`src/rtl/smg_display_arbiter.sv`:
```
`default_nettype none
// ============================================================================
//  Module   : smg_display_arbiter
//  Purpose  : Shares the six-digit seven-segment display between a background
//             value and three prioritised message sources. A granted message
//             is held for HOLD_CYCLES clocks; higher-index sources preempt,
//             lower-index sources wait in a one-deep per-source pending slot.
//  Ports    : CLK, RSTn (async, active low)
//             Idle_Data  [23:0]  background word shown when idle
//             Msg_Req    [2:0]   single-cycle request per source (bit 2 wins)
//             Msg_Data   [71:0]  source i word at [24*i+23:24*i]
//             Clear              flush active and pending messages
//             Number_Sig [23:0]  registered display word to smg_interface
//             Active_Src [1:0]   0 idle, 1..3 = source 0..2 on display
//             Busy               high while a message is held
//             Msg_Shown  [2:0]   one-cycle pulse when message i is granted
//  Options  : SMG_BLINK_EN - blink the held message against BLANK_WORD with
//             half-period BLINK_CYCLES
//  Revision : 1.0 - initial release
// ============================================================================
module smg_display_arbiter #(
    parameter int          HOLD_CYCLES  = 50_000_000,
    parameter int          BLINK_CYCLES = 12_500_000,
    parameter logic [23:0] BLANK_WORD   = 24'hFFFFFF
) (
    input  logic        CLK,
    input  logic        RSTn,
    input  logic [23:0] Idle_Data,
    input  logic [2:0]  Msg_Req,
    input  logic [71:0] Msg_Data,
    input  logic        Clear,
    output logic [23:0] Number_Sig,
    output logic [1:0]  Active_Src,
    output logic        Busy,
    output logic [2:0]  Msg_Shown
);

    localparam int c_CNT_W = (HOLD_CYCLES > 2) ? $clog2(HOLD_CYCLES) : 1;
    localparam logic [c_CNT_W-1:0] c_HOLD_LOAD = c_CNT_W'(HOLD_CYCLES - 1);

    typedef enum logic [0:0] {
        S_IDLE = 1'b0,
        S_HOLD = 1'b1
    } state_t;

    state_t             r_state, w_state_nxt;
    logic [c_CNT_W-1:0] r_cnt, w_cnt_nxt;
    logic [2:0]         r_pend_vld, w_pend_vld_nxt;
    logic [2:0][23:0]   r_pend_data, w_pend_data_nxt;
    logic [1:0]         w_src_nxt;
    logic [2:0]         w_shown_nxt;
    logic [23:0]        w_msg_cur, w_msg_nxt, w_num_nxt;
    logic [2:0]         w_cand;
    logic               w_win_found;
    logic [1:0]         w_win;
    logic [23:0]        w_win_data;
    logic               w_grant;

    // ------------------------------------------------------------------------
    // Arbitration. The candidate set depends on the situation:
    //   idle          : any request
    //   hold, running : requests at or above the active source
    //   hold, expiry  : requests and valid pending slots, by index
    // The highest candidate is granted; every other request lands in its
    // pending slot (newest word overwrites).
    // ------------------------------------------------------------------------
    always_comb begin
        w_state_nxt     = r_state;
        w_cnt_nxt       = r_cnt;
        w_pend_vld_nxt  = r_pend_vld;
        w_pend_data_nxt = r_pend_data;
        w_src_nxt       = Active_Src;
        w_shown_nxt     = 3'b000;
        w_msg_nxt       = w_msg_cur;
        w_cand          = 3'b000;
        w_win_found     = 1'b0;
        w_win           = 2'd0;
        w_win_data      = 24'h000000;
        w_grant         = 1'b0;

        if (Clear) begin
            w_state_nxt    = S_IDLE;
            w_src_nxt      = 2'd0;
            w_cnt_nxt      = '0;
            w_pend_vld_nxt = 3'b000;
        end else begin
            if (r_state == S_IDLE) begin
                w_cand = Msg_Req;
            end else if (r_cnt == '0) begin
                w_cand = Msg_Req | r_pend_vld;
            end else begin
                for (int i = 0; i < 3; i++) begin
                    w_cand[i] = Msg_Req[i] && (3'(i + 1) >= {1'b0, Active_Src});
                end
            end

            // A fresh request of a given index beats the stale slot word.
            for (int i = 0; i < 3; i++) begin
                if (w_cand[i]) begin
                    w_win_found = 1'b1;
                    w_win       = 2'(i);
                    w_win_data  = Msg_Req[i] ? Msg_Data[24*i +: 24] : r_pend_data[i];
                end
            end

            for (int i = 0; i < 3; i++) begin
                if (Msg_Req[i] && !(w_win_found && (w_win == 2'(i)))) begin
                    w_pend_vld_nxt[i]  = 1'b1;
                    w_pend_data_nxt[i] = Msg_Data[24*i +: 24];
                end
            end

            if (w_win_found) begin
                w_grant                = 1'b1;
                w_state_nxt            = S_HOLD;
                w_src_nxt              = w_win + 2'd1;
                w_cnt_nxt              = c_HOLD_LOAD;
                w_shown_nxt[w_win]     = 1'b1;
                w_msg_nxt              = w_win_data;
                w_pend_vld_nxt[w_win]  = 1'b0;
            end else if (r_state == S_HOLD) begin
                if (r_cnt == '0) begin
                    w_state_nxt = S_IDLE;
                    w_src_nxt   = 2'd0;
                end else begin
                    w_cnt_nxt = r_cnt - 1'b1;
                end
            end
        end
    end

`ifdef SMG_BLINK_EN
    localparam int c_BLK_W = $clog2(BLINK_CYCLES + 1);
    localparam logic [c_BLK_W-1:0] c_BLINK_LOAD = c_BLK_W'(BLINK_CYCLES - 1);

    logic [c_BLK_W-1:0] r_blk_cnt, w_blk_cnt_nxt;
    logic               r_phase, w_phase_nxt;
    logic [23:0]        r_msg;

    // The display register may hold BLANK_WORD, so the message word needs
    // its own copy while blinking.
    assign w_msg_cur = r_msg;

    always_comb begin
        w_phase_nxt   = r_phase;
        w_blk_cnt_nxt = r_blk_cnt;
        if (w_grant) begin
            w_phase_nxt   = 1'b1;
            w_blk_cnt_nxt = c_BLINK_LOAD;
        end else if (w_state_nxt == S_HOLD) begin
            if (r_blk_cnt == '0) begin
                w_phase_nxt   = ~r_phase;
                w_blk_cnt_nxt = c_BLINK_LOAD;
            end else begin
                w_blk_cnt_nxt = r_blk_cnt - 1'b1;
            end
        end else begin
            w_phase_nxt   = 1'b1;
            w_blk_cnt_nxt = '0;
        end
    end

    always_ff @(posedge CLK or negedge RSTn) begin
        if (!RSTn) begin
            r_msg     <= 24'h000000;
            r_phase   <= 1'b1;
            r_blk_cnt <= '0;
        end else begin
            r_msg     <= w_msg_nxt;
            r_phase   <= w_phase_nxt;
            r_blk_cnt <= w_blk_cnt_nxt;
        end
    end

    assign w_num_nxt = (w_state_nxt == S_IDLE) ? Idle_Data
                     : (w_phase_nxt ? w_msg_nxt : BLANK_WORD);
`else
    // Without blinking the display register itself holds the message word.
    assign w_msg_cur = Number_Sig;
    assign w_num_nxt = (w_state_nxt == S_IDLE) ? Idle_Data : w_msg_nxt;

    logic w_unused_cfg;
    assign w_unused_cfg = ^{BLANK_WORD, BLINK_CYCLES};
`endif

    always_ff @(posedge CLK or negedge RSTn) begin
        if (!RSTn) begin
            r_state     <= S_IDLE;
            r_cnt       <= '0;
            r_pend_vld  <= 3'b000;
            r_pend_data <= '0;
            Number_Sig  <= 24'h000000;
            Active_Src  <= 2'd0;
            Busy        <= 1'b0;
            Msg_Shown   <= 3'b000;
        end else begin
            r_state     <= w_state_nxt;
            r_cnt       <= w_cnt_nxt;
            r_pend_vld  <= w_pend_vld_nxt;
            r_pend_data <= w_pend_data_nxt;
            Number_Sig  <= w_num_nxt;
            Active_Src  <= w_src_nxt;
            Busy        <= (w_state_nxt == S_HOLD);
            Msg_Shown   <= w_shown_nxt;
        end
    end

endmodule
`default_nettype wire

```
`config.mk`:
```
export PLATFORM = sky130hd
export DESIGN_NAME = smg_display_arbiter
export DESIGN_NICKNAME = d
export VERILOG_FILES = /design/src/rtl/smg_display_arbiter.sv
export SDC_FILE = /design/constraint.sdc
export NUM_CORES = 1
export LEC_CHECK = 0
export ABC_AREA = 1
export BUFFER_PORTS_ARGS = -buffer_cell sky130_fd_sc_hd__buf_4
export CAP_MARGIN = 20
export CORE_AREA = 10 10 138 140
export CTS_CLUSTER_DIAMETER = 200
export DETAILED_ROUTE_END_ITERATION = 8
export DIE_AREA = 0 0 148 150
export GPL_TIMING_DRIVEN = 0
export PLACE_DENSITY = 0.69
export SYNTH_ARGS = -nofsm -noshare
export SYNTH_HDL_FRONTEND = slang
export SYNTH_SLANG_ARGS = --single-unit
```
`constraint.sdc`:
```
create_clock -name CLK -period 2 [get_ports CLK]
set_input_delay 0.4 -clock CLK [delete_from_list [all_inputs] [get_ports CLK]]
set_output_delay 0.4 -clock CLK [all_outputs]
set_load 0.01 [all_outputs]
```
Word-level counts from Yosys, hierarchy flattened. Index checks and enable logic that the tools add are counted.

Add/subtract/negate cells: 2. Multiply operators: 0. Divide/modulo/power cells: 0. Order comparisons: 4. Equal/unequal tests: 5. Shift operators: 0. Muxes and demuxes: 43. Bitwise gates (word level): 4. Reduce and logical (&&, ||, !) cells: 22.

Operators by type and width (count): 24-bit 2-to-1 mux (9); 26-bit 2-to-1 mux (4); 26-bit zero test (1); 26-bit by 1-bit subtractor with 26-bit output (second input constant) (1); 3-bit 2-to-1 mux (7); 1-bit 2-to-1 mux (16); 2-bit 2-to-1 mux (6); 2-bit AND reduction (6); 1-bit logical AND (9); 3-bit nonzero test (2); 3-bit AND (1); 1-bit zero test (3); 2-bit by 3-bit < comparator with 1-bit output (second input constant) (1); 3-bit by 2-bit != test with 1-bit output (second input constant) (1); 3-bit NOT (1); 3-bit bitwise OR (1); 2-bit by 1-bit adder with 2-bit output (second input constant) (1); 1-bit demux with 2-bit select (1); 2-bit by 1-bit equality test with 1-bit output (second input constant) (1); 2-bit equality test (second input constant) (1); 1-bit by 2-bit greater-or-equal comparator with 1-bit output (first input constant) (1); 2-bit by 1-bit greater-or-equal comparator with 1-bit output (second input constant) (1); 2-bit greater-or-equal comparator (first input constant) (1); 2-bit zero test (1); other kinds (3) (3).

Flip-flop bits (word level): 131. Bits in latches: 0. Memory bits (writable): 0. Bits in read-only memories: 0. Input bits: 102. Output and inout bits: 30. Logic and storage cells: 89. Memories: 0.

Longest topological paths before layout. Gate-level depths: netlist (run 1).

Word-level depth: 17. Gate-level depth with buffers: 16. Gate-level depth less buffers: 14.

Least setup slack after synthesis (run 1). No wires, ideal clock.

Path type: register to register. From: register r_cnt[0]. To: register r_pend_data[18] (netlist bit). Library setup time: 0.130 ns. Data arrival time: 1.900 ns. Path slack: -0.030 ns. Cell stages (with the launch flop): 16. Clock period less this slack: 2.030 ns. Cell sequence: dfrtp_1 -> inv_1 -> ha_1 -> nand3_2 -> nor2_2 -> nand2_2 -> nor2_4 -> nand2_4 -> nand2_4 -> a21oi_4 -> nand2_2 -> nand3_2 -> buf_6 -> buf_6 -> nand2_1 -> o21ai_1.

Word-level cells in the longest chain between the ends: 12. Elaborated cells between the ends (all ways): 16. Classes of those cells: mux (10); reduce/logical (6).

RTL lines: start, declared (line 47) `logic [c_CNT_W-1:0] r_cnt, w_cnt_nxt;`; start signal, assigned (line 198) `r_cnt <= w_cnt_nxt;`; 26-bit zero test * (line 89) `end else if (r_cnt == '0) begin`; 3-bit 2-to-1 mux * (line 89); 3-bit 2-to-1 mux * (line 87) `if (r_state == S_IDLE) begin`; 3-bit 2-to-1 mux * (line 81) `if (Clear) begin`; 1-bit 2-to-1 mux (line 99) `if (w_cand[i]) begin`; 1-bit 2-to-1 mux or 2-bit 2-to-1 mux (tied branches) (line 99); 1-bit 2-to-1 mux or 2-bit 2-to-1 mux (tied branches) (line 99, 81); 1-bit 2-to-1 mux or 2-bit zero test (tied branches) (line 81, 107); 1-bit logical AND * (line 107) `if (Msg_Req[i] && !(w_win_found && (w_win == 2'(i)))) begin`; 1-bit zero test * (line 107); 1-bit logical AND * (line 107); 2-bit AND reduction (no line) *; end signal, assigned (line 200) `r_pend_data <= w_pend_data_nxt;`; end, declared (line 49) `logic [2:0][23:0] r_pend_data, w_pend_data_nxt;`.

Mark *: on every way between the ends. The rest lies on a longest branch, timed or not. The select of a mux whose other input is x is not followed. A chain may end at the register's enable or synchronous reset.

Final worst setup path (run 1).
From: register r_cnt[1]. To: register Number_Sig[23].

Word-level cells in the longest chain between the ends: 12. Elaborated cells between the ends (all ways): 21. Classes of those cells: eq/ne (2); mux (17); reduce/logical (2).

RTL lines: 26-bit zero test * (line 89, 122); 3-bit 2-to-1 mux (line 89); 3-bit 2-to-1 mux (line 87); 3-bit 2-to-1 mux (line 81); 1-bit 2-to-1 mux (3 in a row) (line 99); 1-bit 2-to-1 mux (line 81); 1-bit 2-to-1 mux (line 113) `if (w_win_found) begin`; 1-bit 2-to-1 mux (line 81); 2-bit by 1-bit != test with 1-bit output (no line) or 2-bit != test (tied branches); 2-bit AND reduction (no line); end signal, assigned (line 201) `Number_Sig <= w_num_nxt;`; end, declared (line 32) `output logic [23:0] Number_Sig,`.

Marked as above.

==> reports/metrics.csv, run 1 <==
stage,metric,value,unit
power,p_per_area,803,nW/um^2
placement,dp_hpwl,17.0,mm
worst_setup_path,startpoint,r_cnt[1],
global_route,antenna_found_initial,0,
layout,finalNonFillerCells,1408,
global_route,grt-ovfl-total,0,
layout,design_area,10500,um^2
outcome,violations,negative setup slack,
global_route,grt_max_degree,69,
logic_synthesis,synth-simple-area-share,31.3,%
clocking,clock_path_buffers,2,
layout,drive_gt1_share,35.2,%
route,drc,0,
layout,diodes,0,
run,maxCapViolations,0,
sta,slew_viol_final,0,
die,die_area,22200,um^2
logic_synthesis,yosysMostFrequentCell,nand2_1,
logic_synthesis,synth_top_area_share,45.2,%
clocking,insertion_delay,0.44,ns
route,num_vias,7346,
clocking,root_buffer,clkbuf_16,
die,start_util,44.3,%
logic_synthesis,yosysTopAreaCell,dfrtp_1,
route,wl,24.5,mm
power,power,8.42,mW
worst_setup_path,criticalPathCategory,flop to flop,
sta,slew_headroom,56.9,%
layout,synthToLayoutAreaGrowth,44.8,%
clocking,cts_inserted_buffers,17,
logic_synthesis,synth_edf_count,0,
logic_synthesis,synthTopCellsByArea,"dfrtp_1 45%, nand2_1 16%, nand3_1 4.6%",
logic_synthesis,async_flop_share,100,%
logic_synthesis,yosysSeqAreaShare,45.2,%
global_route,grt_usage,21.1,%
layout,final_core_util,64.2,%
sta,tightest_slew,0.647,ns
logic_synthesis,synthFlopType,dfrtp_1,
global_route,grt_pass1_wl,36.9,mm
clocking,htree_levels,4,
die,coreArea,16300,um^2
logic_synthesis,synth-seq-cells,131,
route,drtIter0Drc,568,
worst_setup_path,arrival,2.56,ns
sta,rsz0062_at_grt,yes,
logic_synthesis,yosysWarnings,0,
placement,place_ws,-0.392,ns
logic_synthesis,yosysUniqueCellTypes,33,
die,dieHeight,150,um
worst_setup_path,endpoint_kind,flop,
sta,setup_slack,-0.203,ns
sta,setup_tns,-13.09,ns
route,via_per_inst,5.22,
placement,gp_congestion,0.870,
outcome,status,"finished, violations left",
sta,setup_viol,101,
logic_synthesis,syn_avg_cell_area,7.36,um^2
placement,dp.cells,1334,
sta,hold_viol,0,
worst_setup_path,crit_fanout,5,
worst_hold_path,hp-start,Idle_Data[8],
die,io_pins,132,
logic_synthesis,synthesis.area,7250,um^2
layout,final_nets,1278,
route,avgRoutedWirePerCell,17.4,um
route,detail-route-antenna-nets,0,
clocking,clk_pin_slew,0.06,ns
worst_setup_path,critPathRequiredTime,2.36,ns
logic_synthesis,synth_common_cells,"302 x nand2_1, 131 x dfrtp_1, 82 x inv_1",
clocking,cts_sinks,131,
route,firstDrtPassIters,5,
logic_synthesis,synth_top_family_by_area,simple AND/OR/NAND/NOR gates,
worst_setup_path,r2r_start,r_cnt[1],
die,die_x,148,um
worst_setup_path,startpoint_type,flop,
power,leakage,5.15,nW
global_route,grt_pass1_vias,7249,
logic_synthesis,synthAdderAreaFrac,0.173,%
sta,holdWs,0.184,ns
clocking,cts_tree,built,
power,worst_ir_drop_vdd,0.648,mV
logic_synthesis,synth_fp_nets,1088,
logic_synthesis,syn_inst,985,
sta,min_period,2.20,ns
sta,skew,0.0116,ns
worst_hold_path,min_path_type,input pin to flop,
logic_synthesis,synth_xor_area_share,1.69,%
placement,numPortBuffers,128,
sta,timing.fmax,454,MHz
placement,dpl_cell_area,8530,um^2
logic_synthesis,synth_mux_area_share,0,%
die,fp-row-count,47,
logic_synthesis,synth-compound-area-share,11.4,%
sta,fin_crit_sh,110,%
[flip-flops by register name, indices dropped and copies added (netlist names)]
name         cells
Active_Src       2
Msg_Shown        3
Number_Sig      24
r_cnt           26
r_pend_data     72
r_pend_vld       3
r_state          1
[kinds of logic after synthesis]
family,after synthesis
AOI/OAI and AO/OA,151
and+or+nand+nor,519
DFF,131
adders and majority gates,1
xor gates and xnor gates,14
buffers and inverters,169
[worst max-delay path, stage by stage, from the launching register on]
cell     delay [ns]
dfrtp_1        0.39
inv_2          0.09
ha_4           0.17
nand3_4        0.08
nor2_4         0.15
nand2_2        0.08
nor2_4         0.15
nand2_4        0.10
nand2_8        0.11
inv_6          0.04
nand3_4        0.10
nor2_4         0.05
nor2_4         0.17
buf_6          0.15
buf_8          0.13
nand2_2        0.08
nand3_1        0.08
[area by class of cell]
cell class                 instances  area, um^2
buffer                            78         547
clock buffer                      17         425
clock inverter                    15         229
fill                            1407        5850
inverter                          90         350
multi-input combinational        685        3880
sequential                       131        3280
tap                              220         275
timing repair buffer             172        1510
[worst paths after layout]
| check | cells past startpoint | to | slack (ns) |
|---|---|---|---|
| min in group asynchronous | 2 | r_cnt[15] | 0.54 |
| max reg2reg | 16 | Number_Sig[23] | -0.20 |
| max | 16 | Number_Sig[23] | -0.20 |
| min | 3 | Number_Sig[8] | 0.18 |
| min reg2reg | 1 | r_pend_data[48] | 0.46 |
| max in group asynchronous | 3 | r_pend_data[7] | 0.70 |
[layer usage]
layer	GRT usage (%)	wire length, um	share of wire (%)	vias up
met5	0	0	0	-
met4	9.27	712	2.9	0
met3	5.01	1580	6.4	42
met2	34.7	12400	51	279
met1	25.8	9840	40	3514
li1	-	-	-	3511
[cell usage in the layout, fill, tap and decap left out, types with 4 or more instances in the layout]
cell | synthesis | final
a21oi_1 | 15 | 15
buf_12 | 0 | 4
buf_4 | 6 | 155
buf_6 | 9 | 21
buf_8 | 0 | 13
bufinv_16 | 0 | 5
clkbuf_1 | 49 | 42
clkbuf_16 | 0 | 22
dfrtp_1 | 131 | 131
inv_1 | 82 | 79
inv_2 | 5 | 7
nand2_1 | 302 | 234
nand2_2 | 15 | 52
nand2_4 | 3 | 33
nand3_1 | 66 | 44
nand3_2 | 4 | 21
nand3_4 | 1 | 6
nand4_1 | 29 | 29
nor2_1 | 81 | 71
nor2_2 | 8 | 8
nor2_4 | 5 | 15
nor3_1 | 4 | 4
o21ai_0 | 65 | 61
o21ai_1 | 53 | 39
o21ai_2 | 14 | 32
xor2_1 | 13 | 13
[report_power, final]
part | total (mW) | leakage, nW | internal (mW) | switching [mW]
clock | 3.50 | 0.312 | 2.22 | 1.27
sequential | 3.13 | 1.67 | 2.91 | 0.220
combinational | 1.80 | 3.17 | 0.803 | 0.993
[repair_timing]
item | in CTS | in global routing
hold buffers | 1 | 0
hold endpoints to repair | 16 | 0
endpoints found under the setup margin | 104 | 104
gates cloned | 2 | 7
gates resized for setup | 78 | 173
buffers inserted | 20 | 13
pin swaps | 9 | 26
Power figures use the tool's default switching activity.
==> inputs of run 2 (changes only) <==
--- a/config.mk
+++ b/config.mk
@@ -14,6 +14,7 @@
 export DIE_AREA = 0 0 148 150
 export GPL_TIMING_DRIVEN = 0
 export PLACE_DENSITY = 0.69
+export RECOVER_POWER = 100
 export SYNTH_ARGS = -nofsm -noshare
 export SYNTH_HDL_FRONTEND = slang
 export SYNTH_SLANG_ARGS = --single-unit
==> reports/metrics.csv, run 2 (synthesis results as in run 1) <==
stage,metric,value,unit
die,fp-row-count,47,
route,via_per_inst,5.23,
outcome,violations,negative setup slack,
global_route,grt_pass1_vias,7249,
sta,slew_headroom,38.6,%
sta,slew_viol_final,0,
placement,place_ws,-0.392,ns
worst_setup_path,criticalPathCategory,flop to flop,
worst_setup_path,rrSetupSlack,-0.20,ns
sta,hold_viol,0,
worst_hold_path,min_path_type,input pin to flop,
power,leakage,5.03,nW
layout,diodes,0,
global_route,grt_pass1_wl,36.9,mm
sta,rsz0062_at_grt,yes,
worst_setup_path,startpoint_type,flop,
power,power,8.36,mW
layout,final_nets,1278,
power,p_per_area,807,nW/um^2
global_route,grt_max_degree,69,
layout,nFillCells,1436,
route,avgRoutedWirePerCell,17.3,um
clocking,cts_tree,built,
layout,largest_registers,"r_pend_data (72), r_cnt (26), Number_Sig (24)",
worst_hold_path,hp-start,Idle_Data[8],
placement,dp_hpwl,17.0,mm
die,die_area,22200,um^2
outcome,status,"finished, violations left",
sta,tightest_slew,0.920,ns
route,wl,24.4,mm
route,num_vias,7364,
clocking,root_buffer,clkbuf_16,
clocking,htree_levels,4,
layout,final_cell_mix,"234 x nand2_1, 131 x dfrtp_1, 125 x buf_4, 79 x inv_1, 72 x clkbuf_1",
layout,synthToLayoutAreaGrowth,43.0,%
placement,gp_congestion,0.870,
sta,setup_slack,-0.200,ns
global_route,grt_usage,21.1,%
power,worst_ir_drop_vdd,0.647,mV
route,firstDrtPassIters,5,
layout,drive_gt1_share,32.7,%
clocking,cts_sinks,131,
clocking,cts_inserted_buffers,17,
worst_setup_path,r2r_start,r_cnt[1],
die,io_pins,132,
sta,min_period,2.20,ns
worst_setup_path,endpoint_kind,flop,
worst_setup_path,startpoint,r_cnt[1],
layout,design_area,10400,um^2
global_route,grt-ovfl-total,0,
worst_setup_path,crit_fanout,5,
layout,final_common_cell,nand2_1,
worst_setup_path,arrival,2.56,ns
die,die_x,148,um
die,coreArea,16300,um^2
placement,dpl_cell_area,8530,um^2
layout,largest-register,r_pend_data,
placement,numPortBuffers,128,
route,drtIter0Drc,594,
layout,largest_register_ffs,72,
worst_setup_path,critPathRequiredTime,2.36,ns
route,detail-route-antenna-nets,0,
die,dieHeight,150,um
sta,fin_crit_sh,110,%
sta,timing.fmax,455,MHz
sta,setup_viol,101,
die,start_util,44.3,%
clocking,clock_path_buffers,2,
global_route,antenna_found_initial,0,
route,drc,0,
clocking,insertion_delay,0.44,ns
run,maxCapViolations,0,
clocking,clk_pin_slew,0.06,ns
sta,skew,0.0127,ns
## run 2: cell types whose count changed in the layout (fill, tap and decap cells not counted)
cell,previous run,this run
clkbuf_4,1,2
buf_6,21,20
buf_4,155,125
clkbuf_1,42,72
buf_16,2,1
clkbuf_8,0,1
## run 2: metrics by stage
step                      cells  utilization [%]  TNS, ns  hold slack, ns
after floorplan             985                -        0           0.104
after global placement     1333             52.0   -30.39           0.440
after detailed placement   1334             52.2   -30.26           0.438
after CTS                  1389             59.2    -9.43           0.186
after global routing       1408             63.4   -26.97           0.183
final                      1408             63.4   -12.74           0.183
## run 2: path summary, 6_finish.rpt
path | endpoint | cells after the start
setup / recovery | Number_Sig[23] | 16
hold reg to reg | r_pend_data[56] | 1
hold / removal | Number_Sig[8] | 3
min in group asynchronous | r_cnt[15] | 2
setup reg to reg | Number_Sig[23] | 16
max in group asynchronous | r_pend_data[7] | 3
## run 2: where the power goes
part | switching [mW] | internal, mW
Sequential | 0.217 | 2.91
Clock | 1.28 | 2.22
Combinational | 0.991 | 0.749
## run 2: routing by layer
metal	global-route usage [%]	share of wire, %	up-vias
li1	-	-	3510
met1	25.8	40	3534
met2	34.7	51	274
met3	5.01	6.6	46
met4	9.27	3.1	0
met5	0	0	-
## run 2: worst max-delay path: stages (launching register included)
cell     delay, ns
dfrtp_1       0.40
inv_2         0.09
ha_4          0.17
nand3_4       0.08
nor2_4        0.15
nand2_2       0.08
nor2_4        0.15
nand2_4       0.10
nand2_8       0.11
inv_6         0.04
nand3_4       0.10
nor2_4        0.05
nor2_4        0.17
buf_6         0.15
buf_8         0.13
nand2_2       0.08
nand3_1       0.07
## run 2: final cells by class
class	count	area (um^2)	area share, %
Inverter	90	350	3.38
Multi-Input combinational cell	685	3880	37.4
Clock inverter	15	229	2.21
Sequential cell	131	3280	31.6
Timing Repair Buffer	172	1380	13.3
Tap cell	220	275	2.66
Buffer	78	547	5.28
Clock buffer	17	425	4.10
## run 2: what timing repair did
item                                    in CTS  in global routing
pin swaps                                    9                 26
hold endpoints to repair                    16                  0
buffers inserted                            20                 13
cloned                                       2                  7
resized for setup                           78                173
endpoints found under the setup margin     104                104
hold buffers                                 1                  0
